## src/rtl/memory_access_unit32.sv

```systemverilog
// memory_access_unit32
//
// Load/store initiator between the core request path and a 32-bit
// word-addressed memory model. One byte, half-word or word request is
// handled at a time. Loads do a word read, then extract and extend the
// addressed bytes. Sub-word stores do read-modify-write, because the memory
// only accepts whole-word writes.
//
// Parameters:
//   READ_WAIT  cycles the read address is held before read data is captured
//              (legal range 1..15)
//
// Ports:
//   CLK, RESET               clock, asynchronous active-high reset
//   in_req_valid/out_req_ready  request handshake (ready only in IDLE)
//   in_req_write             1 = store, 0 = load
//   in_req_size              0 byte, 1 half-word, 2 word, 3 illegal
//   in_req_unsigned          zero-extend loads
//   in_req_address           byte address
//   in_req_wdata             right-justified store data
//   out_resp_valid           one-cycle completion pulse
//   out_resp_rdata           load result (0 for stores and exceptions)
//   out_resp_exception       fault flag, qualified by out_resp_valid
//   out_mem_read_address     word-aligned read address
//   in_mem_read_data         little-endian read word
//   in_mem_read_exception    read fault
//   out_mem_write_enable     one-cycle word write strobe
//   out_mem_write_address    word-aligned write address
//   out_mem_write_data       merged write word
//   in_mem_write_exception   write fault
//
// Configuration macro:
//   MEMACC_TRACE_EN  when defined, prints one trace line per response cycle.
//                    It has no effect on cycle behaviour or outputs.

module memory_access_unit32 #(
  parameter int READ_WAIT = 1
) (
  input  logic        CLK,
  input  logic        RESET,
  input  logic        in_req_valid,
  output logic        out_req_ready,
  input  logic        in_req_write,
  input  logic [1:0]  in_req_size,
  input  logic        in_req_unsigned,
  input  logic [31:0] in_req_address,
  input  logic [31:0] in_req_wdata,
  output logic        out_resp_valid,
  output logic [31:0] out_resp_rdata,
  output logic        out_resp_exception,
  output logic [31:0] out_mem_read_address,
  input  logic [31:0] in_mem_read_data,
  input  logic        in_mem_read_exception,
  output logic        out_mem_write_enable,
  output logic [31:0] out_mem_write_address,
  output logic [31:0] out_mem_write_data,
  input  logic        in_mem_write_exception
);

  typedef enum logic [1:0] {
    IDLE  = 2'd0,
    READ  = 2'd1,
    WRITE = 2'd2,
    RESP  = 2'd3
  } state_t;

  localparam logic [3:0] WAIT_LAST = 4'(READ_WAIT - 1);

  state_t      state;
  logic        req_write;
  logic [1:0]  req_size;
  logic        req_unsigned;
  logic [1:0]  req_off;
  logic [31:0] req_word_addr;
  logic [31:0] req_wdata;
  logic [3:0]  wait_cnt;

  logic        accept;
  logic        misaligned;
  logic [31:0] aligned_addr;

  // Select the addressed bytes of a read word and extend them to 32 bits.
  function automatic logic [31:0] extract_load(input logic [31:0] word,
                                               input logic [1:0]  size,
                                               input logic [1:0]  off,
                                               input logic        uns);
    logic [31:0] sh;
    sh = word >> {off, 3'b000};
    case (size)
      2'd0:    extract_load = uns ? {24'b0, sh[7:0]}  : {{24{sh[7]}}, sh[7:0]};
      2'd1:    extract_load = uns ? {16'b0, sh[15:0]} : {{16{sh[15]}}, sh[15:0]};
      default: extract_load = sh;
    endcase
  endfunction

  // Replace the addressed bytes of a read word with the low bytes of the
  // store data; upper store-data bits beyond the access size are ignored.
  function automatic logic [31:0] merge_store(input logic [31:0] word,
                                              input logic [31:0] wdata,
                                              input logic [1:0]  size,
                                              input logic [1:0]  off);
    logic [31:0] mask;
    case (size)
      2'd0:    mask = 32'h0000_00FF;
      2'd1:    mask = 32'h0000_FFFF;
      default: mask = 32'hFFFF_FFFF;
    endcase
    merge_store = (word & ~(mask << {off, 3'b000}))
                | ((wdata & mask) << {off, 3'b000});
  endfunction

  assign accept       = in_req_valid && out_req_ready;
  assign aligned_addr = {in_req_address[31:2], 2'b00};

  // Size 3 is always illegal; half-words need even and words zero offset.
  assign misaligned = (in_req_size == 2'd3)
                   || ((in_req_size == 2'd1) && in_req_address[0])
                   || ((in_req_size == 2'd2) && (in_req_address[1:0] != 2'b00));

  // Control FSM. Every output is a register updated on the transition into
  // the state that owns it, so response and write strobes are glitch-free
  // one-cycle pulses and reset clears them asynchronously.
  always_ff @(posedge CLK or posedge RESET) begin
    if (RESET) begin
      state                 <= IDLE;
      req_write             <= 1'b0;
      req_size              <= 2'd0;
      req_unsigned          <= 1'b0;
      req_off               <= 2'd0;
      req_word_addr         <= 32'd0;
      req_wdata             <= 32'd0;
      wait_cnt              <= 4'd0;
      out_req_ready         <= 1'b0;
      out_resp_valid        <= 1'b0;
      out_resp_rdata        <= 32'd0;
      out_resp_exception    <= 1'b0;
      out_mem_read_address  <= 32'd0;
      out_mem_write_enable  <= 1'b0;
      out_mem_write_address <= 32'd0;
      out_mem_write_data    <= 32'd0;
    end else begin
      out_resp_valid       <= 1'b0;
      out_mem_write_enable <= 1'b0;
      case (state)
        IDLE: begin
          if (accept) begin
            req_write          <= in_req_write;
            req_size           <= in_req_size;
            req_unsigned       <= in_req_unsigned;
            req_off            <= in_req_address[1:0];
            req_word_addr      <= aligned_addr;
            req_wdata          <= in_req_wdata;
            out_req_ready      <= 1'b0;
            out_resp_rdata     <= 32'd0;
            out_resp_exception <= 1'b0;
            if (misaligned) begin
              state              <= RESP;
              out_resp_valid     <= 1'b1;
              out_resp_exception <= 1'b1;
            end else if (in_req_write && (in_req_size == 2'd2)) begin
              // Whole-word store needs no read: write straight away.
              state                 <= WRITE;
              out_mem_write_enable  <= 1'b1;
              out_mem_write_address <= aligned_addr;
              out_mem_write_data    <= in_req_wdata;
            end else begin
              state                <= READ;
              wait_cnt             <= 4'd0;
              out_mem_read_address <= aligned_addr;
            end
          end else begin
            // Also raises ready on the first edge after reset releases.
            out_req_ready <= 1'b1;
          end
        end

        READ: begin
          if (wait_cnt == WAIT_LAST) begin
            if (in_mem_read_exception) begin
              // A faulted read aborts both loads and read-modify-write.
              state              <= RESP;
              out_resp_valid     <= 1'b1;
              out_resp_exception <= 1'b1;
              out_resp_rdata     <= 32'd0;
            end else if (req_write) begin
              state                 <= WRITE;
              out_mem_write_enable  <= 1'b1;
              out_mem_write_address <= req_word_addr;
              out_mem_write_data    <= merge_store(in_mem_read_data, req_wdata,
                                                   req_size, req_off);
            end else begin
              state              <= RESP;
              out_resp_valid     <= 1'b1;
              out_resp_exception <= 1'b0;
              out_resp_rdata     <= extract_load(in_mem_read_data, req_size,
                                                 req_off, req_unsigned);
            end
          end else begin
            wait_cnt <= wait_cnt + 4'd1;
          end
        end

        WRITE: begin
          state              <= RESP;
          out_resp_valid     <= 1'b1;
          out_resp_exception <= in_mem_write_exception;
          out_resp_rdata     <= 32'd0;
        end

        RESP: begin
          state              <= IDLE;
          out_req_ready      <= 1'b1;
          out_resp_rdata     <= 32'd0;
          out_resp_exception <= 1'b0;
        end

        default: begin
          state <= IDLE;
        end
      endcase
    end
  end

`ifdef MEMACC_TRACE_EN
  // One line per completed request, printed in its response cycle.
  always @(posedge CLK) begin
    if (!RESET && (state == RESP)) begin
      $write("[MemAccess] %s size=%0d addr=0x%08h %s=0x%08h exc=%0d\n",
             req_write ? "store" : "load ", req_size,
             req_word_addr | {30'd0, req_off},
             req_write ? "wdata" : "rdata",
             req_write ? req_wdata : out_resp_rdata,
             out_resp_exception);
    end
  end
`else
  // Trace disabled: no trace logic is built.
`endif

endmodule

```

## config.mk

```make
export PLATFORM = sky130hd
export DESIGN_NAME = memory_access_unit32
export DESIGN_NICKNAME = d
export VERILOG_FILES = /design/src/rtl/memory_access_unit32.sv
export SDC_FILE = /design/constraint.sdc
export NUM_CORES = 1
export LEC_CHECK = 0
export CAP_MARGIN = 10
export CORE_ASPECT_RATIO = 0.8
export CORE_MARGIN = 2
export CORE_UTILIZATION = 54
export DETAILED_ROUTE_END_ITERATION = 8
export PLACE_DENSITY = 0.86
export SYNTH_ARGS = -nofsm -noshare
export SYNTH_HDL_FRONTEND = slang
export SYNTH_SLANG_ARGS = --single-unit
```

## constraint.sdc

```tcl
create_clock -name CLK -period 17.2 [get_ports CLK]
set_input_delay 1.72 -clock CLK [delete_from_list [all_inputs] [get_ports CLK]]
set_output_delay 1.72 -clock CLK [all_outputs]
set_load 0.03 [all_outputs]
```

; ---- Word level (Yosys, flattened, before mapping)
; Index checks and enable logic that the tools add are counted.
[totals]
regBits = 204
in_bits = 105
output_inout_bits = 132
word_cells = 120
[classes]
n_addsub = 1
eq_ne = 16
n_shift = 3
n_mux = 59
n_bitwise = 6
reduce_logical = 19
[op_table]
columns = operator, count
row1 = $mux W32, 22
row2 = $pmux W32 S2, 4
row3 = $pmux W32 S3, 1
row4 = $and A32 B32 Y32, 2
row5 = $shl A32 B5 Y32, 2
row6 = $not A32 Y32, 1
row7 = $or A32 B32 Y32, 1
row8 = $shr A32 B5 Y32, 1
row9 = $mux W1, 18
row10 = $mux W4, 4
row11 = $ne A2 B2 Y1 const B, 8
row12 = $eq A2 B2 Y1 const B, 4
row13 = $mux W2, 4
row14 = $pmux W2 S4, 1
row15 = $pmux W4 S2, 1
row16 = $reduce_and A7 Y1, 1
row17 = $eq A2 B1 Y1 const B, 3
row18 = $reduce_bool A2 Y1, 3
row19 = $reduce_and A5 Y1, 1
row20 = $add A4 B1 Y4 const B, 1
row21 = $logic_and A1 B1 Y1, 4
row22 = $logic_not A2 Y1, 2
row23 = $logic_not A4 Y1, 1
row24 = $pmux W1 S2, 2
row25 = other kinds (9), 12

; ---- Depth between registers and ports, before layout
[logic_depth]
ltp_word = 14
depth_mapped = 9

; ---- Worst setup path before layout
; No wires, ideal clock.
[synth_timing]
path_kind = input to register
from = in in_req_size[0]
to = reg out_mem_write_data[0]
arrival_time_ps = 3020
setup_slack_ps = 14055
path_stages = 6
path_buffers = 2
cell_sequence = nand3b_4 o41a_1 or2_1 buf_6 buf_6 mux2_4
[synth_via]
elab_chain_len = 6
word_cells_on_any_way = 11
cone_classes = eq/ne: 5 / reduce/logical: 6
[synth_rtl]
columns = item, line_no
row1 = "start, declared", 44  ; input logic [1:0] in_req_size,
row2 = $eq A2 B1 Y1, 117  ; || ((in_req_size == 2'd1) && in_req_address[0])
row3 = $logic_and A1 B1 Y1, 117
row4 = $logic_or A1 B1 Y1, 117
row5 = $logic_or A1 B1 Y1, 118  ; || ((in_req_size == 2'd2) && (in_req_address[1:0] != 2'b00));
row6 = $ne A2 B2 Y1 (no source line), -
row7 = $reduce_and A7 Y1 (no source line) (*), -
row8 = "end signal, assigned", 165  ; out_mem_write_data <= in_req_wdata;
row9 = "end signal, assigned", 189  ; out_mem_write_data <= merge_store(in_mem_read_data, req_wdata,
row10 = "end, declared", 56  ; output logic [31:0] out_mem_write_data,
; Every way passes the cells marked *; elsewhere a longest branch is shown, timed or not.
; A chain may end at the register's enable or synchronous reset.

; ---- Worst setup path after layout
[layout_timing]
from = in in_mem_read_exception
to = reg out_mem_write_data[7]
[layout_via]
elab_chain_len = 2
[layout_rtl]
columns = item, line_no
row1 = "start, declared", 53  ; input logic in_mem_read_exception,
row2 = $ne A2 B2 Y1 (no source line), -
row3 = $reduce_and A7 Y1 (no source line), -
; Every way passes these cells.

==> impl_metrics.ini <==
[power]
powerDensity_mw_per_mm2 = 198
p_leak_uw = 0.00572
ir_worst_vdd_mv = 0.137
power_uw = 2600

[routing]
drc = 0
postRouteAntennaNets = 0
wl_per_cell_um = 20.9
drt_iter0_markers = 1030
routed_wl_mm = 30.8
vias_per_cell = 6.06
first_pass_iters = 7
vias = 8909

[hold_path]
min_from = req_word_addr[9]
hold_end = req_word_addr[9]
hold_depth = 2
hold_path.class = register to register

[yosys]
synth_area_leaders = dfrtp_1 50%, nand2_1 8.5%, mux2i_1 6.6%, o21ai_0 6.5%, mux2_2 3.6%
synth_cells = 1021
syn_avg_cell_area_um2 = 9.86
yosys_warnings = 0
async_flop_share_pct = 100
synth-main-ff-cell = dfrtp_1
synth_area_leader_cell = dfrtp_1
ys_seq_elements = 202
ys_seq_area_share_pct = 50.2
netlist.area_leader.share_pct = 50.2
synth-edff-count = 0
yosysUniqueCellTypes = 57
synth_area_mm2 = 0.0101

[cts]
cts.htree.levels = 1
post_cts.repair.setup_buffers = 0
numCtsBuffers = 21
cts_resized = 0
clk_pin_slew_ps = 60
cts_tree = done
clkLatencyLatePin_ps = 500
cts_sinks = 202
cts_root_buffer = clkbuf_16
cts-hold-fix-buffers = 0
ctsLongestPathBuffers = 3

[floorplanning]
rows = 44
die_w_um = 157
die_h_um = 126
ios = 237
core_mm2 = 0.0182
dieArea_mm2 = 0.0197
initial_core_util_pct = 55.2

[worst_setup_path]
r2r-start = state[1]
arrival_ps = 4390
worstPathRequired_ps = 17580
end_kind = register
startpoint_type = primary input
reg2reg_depth = 8
reg2reg_slack_ps = 13780
worst-setup-path-type = primary input to register
r2r_end = out_mem_write_data[10]
crit_fanout = 62

[cells_and_area]
n_fill_cell = 1310
ff_latch_area_mm2 = 0.00506
multiInputGateArea_mm2 = 0.00460
fin_cells = 1470
finish.net_count = 1316
drive_gt1_share_pct = 9.04
syn_to_final_growth_pct = 30.3
antenna_cells = 0

[grt]
grt-ovfl-total = 0
grt_pass1_wl_mm = 48.0
antenna_found_initial = 1
grt_pass1_vias = 8735
grt_usage_pct = 31.0
grt_max_degree = 120

[placed_design]
dp_cells = 1432
post-dp-hpwl_mm = 21.1
numPortBuffers = 232
place_congestion = 0.910

[sta]
rsz0062_at_grt = no
relSlewSlack_pct = 20.7
period_needed_ps = 4010
setup_viol = 0
max_freq_ghz = 0.249
skew_ps = 13.9
worstMarginPinSlew_ps = 1180
finalHoldViolations = 0
fin_tns_setup_ps = 0
slew_viol_final = 0
fin_crit_sh_pct = 23.3

[run_status]
status = finished, final reports clean

[flow_run]
maxCapViolations = 0
worst max-delay path: stages:
cell and delay, ps:
clkdlybuf4s50_1 570, nand2b_1 350, a2bb2oi_2 180, buf_4 350, or2_2 180, buf_4 600
mux2_2 400
cell usage after synthesis, types with 10 or more instances:
master,instances
a21oi_1,23
nand3_1,22
nor2b_1,10
dfrtp_1,202
a32o_1,31
nand2_1,229
nor3_1,12
mux2_4,14
mux2_2,32
clkbuf_1,49
inv_1,18
mux2i_1,66
o2bb2ai_1,16
buf_2,20
o21ai_0,130
nor2_1,30
buf_1,10
worst max path at each step:
stage | startpoint | endpoint | slack, ps
6_report | in_mem_read_exception | out_mem_write_data[7] | 13190
5_1_grt | in_mem_read_exception | out_mem_write_data[7] | 13100
4_1_cts | in_mem_read_exception | out_mem_write_data[7] | 13260
3_5_place_dp | in_mem_read_exception | out_mem_write_data[7] | 12750
3_3_place_gp | in_mem_read_exception | out_mem_write_data[7] | 12800
2_1_floorplan | RESET | out_mem_read_address[10] | 9970
cell families after synthesis:
family / count (synthesis) / synth area share [%]
fa+ha+maj: 7 / 0.870
xor+xnor: 1 / 0.0871
mux: 113 / 12.5
compound gates: 269 / 18.1
simple gates: 322 / 13.6
buf+inv: 106 / 4.65
flops: 202 / 50.2
other cells: 1 / 0.0373
report_power, final:
part / internal, uW / switching [uW]
Combinational: 539 / 800
Clock: 245 / 185
Sequential: 672 / 161
Total: 1460 / 1150
layout by cell type (no fill, tap or decap), types with 8 or more instances in the layout:
master / instances
clkdlybuf4s50_1: 232
nand2_1: 229
dfrtp_1: 200
o21ai_0: 130
mux2i_1: 66
mux2_2: 32
a32o_1: 31
nor2_1: 29
a21oi_1: 23
nand3_1: 21
clkbuf_16: 21
inv_1: 17
o2bb2ai_1: 16
mux2_4: 14
nor3_1: 12
buf_4: 12
nor2b_1: 10
a221o_1: 9
a22o_1: 9
a41oi_1: 9
a211o_1: 8
a22oi_1: 8
o2111ai_1: 8
metal layers:
metal	part of all wire [%]	up-vias	track usage, %
li1	-	3981	-
met1	41	4339	42.5
met2	45	524	48.5
met3	11	65	9.02
met4	2.6	0	8.80
met5	0	-	0
sequential cells by signal, summed over array words and instances, names as in the netlist:
register,flops
out_mem_read_address,30
out_mem_write_address,30
out_mem_write_data,32
out_mem_write_enable,1
out_req_ready,1
out_resp_exception,1
out_resp_rdata,32
out_resp_valid,1
req_off,2
req_size,2
req_unsigned,1
req_wdata,32
req_word_addr,30
req_write,1
state,2
wait_cnt,4
per-stage QoR:
stage	hold WS (ps)	util (%)	setup slack (ps)	cell area, um2
2_1_floorplan	445	-	9970	10100
3_3_place_gp	457	68.3	12800	12400
3_5_place_dp	462	68.3	12750	12400
4_1_cts	478	71.8	13260	13100
5_1_grt	493	72.0	13100	13100
6_report	477	72.0	13190	13100
layout make-up:
| class | instances | share of cell area [%] |
|---|---|---|
| Clock buffer | 30 | 4.65 |
| Inverter | 18 | 0.573 |
| Sequential cell | 202 | 38.6 |
| Timing Repair Buffer | 245 | 18.5 |
| Tap cell | 253 | 2.41 |
| Multi-Input combinational cell | 716 | 35.1 |
| Clock inverter | 6 | 0.229 |
No activity file was read; power rests on OpenSTA's default activity.
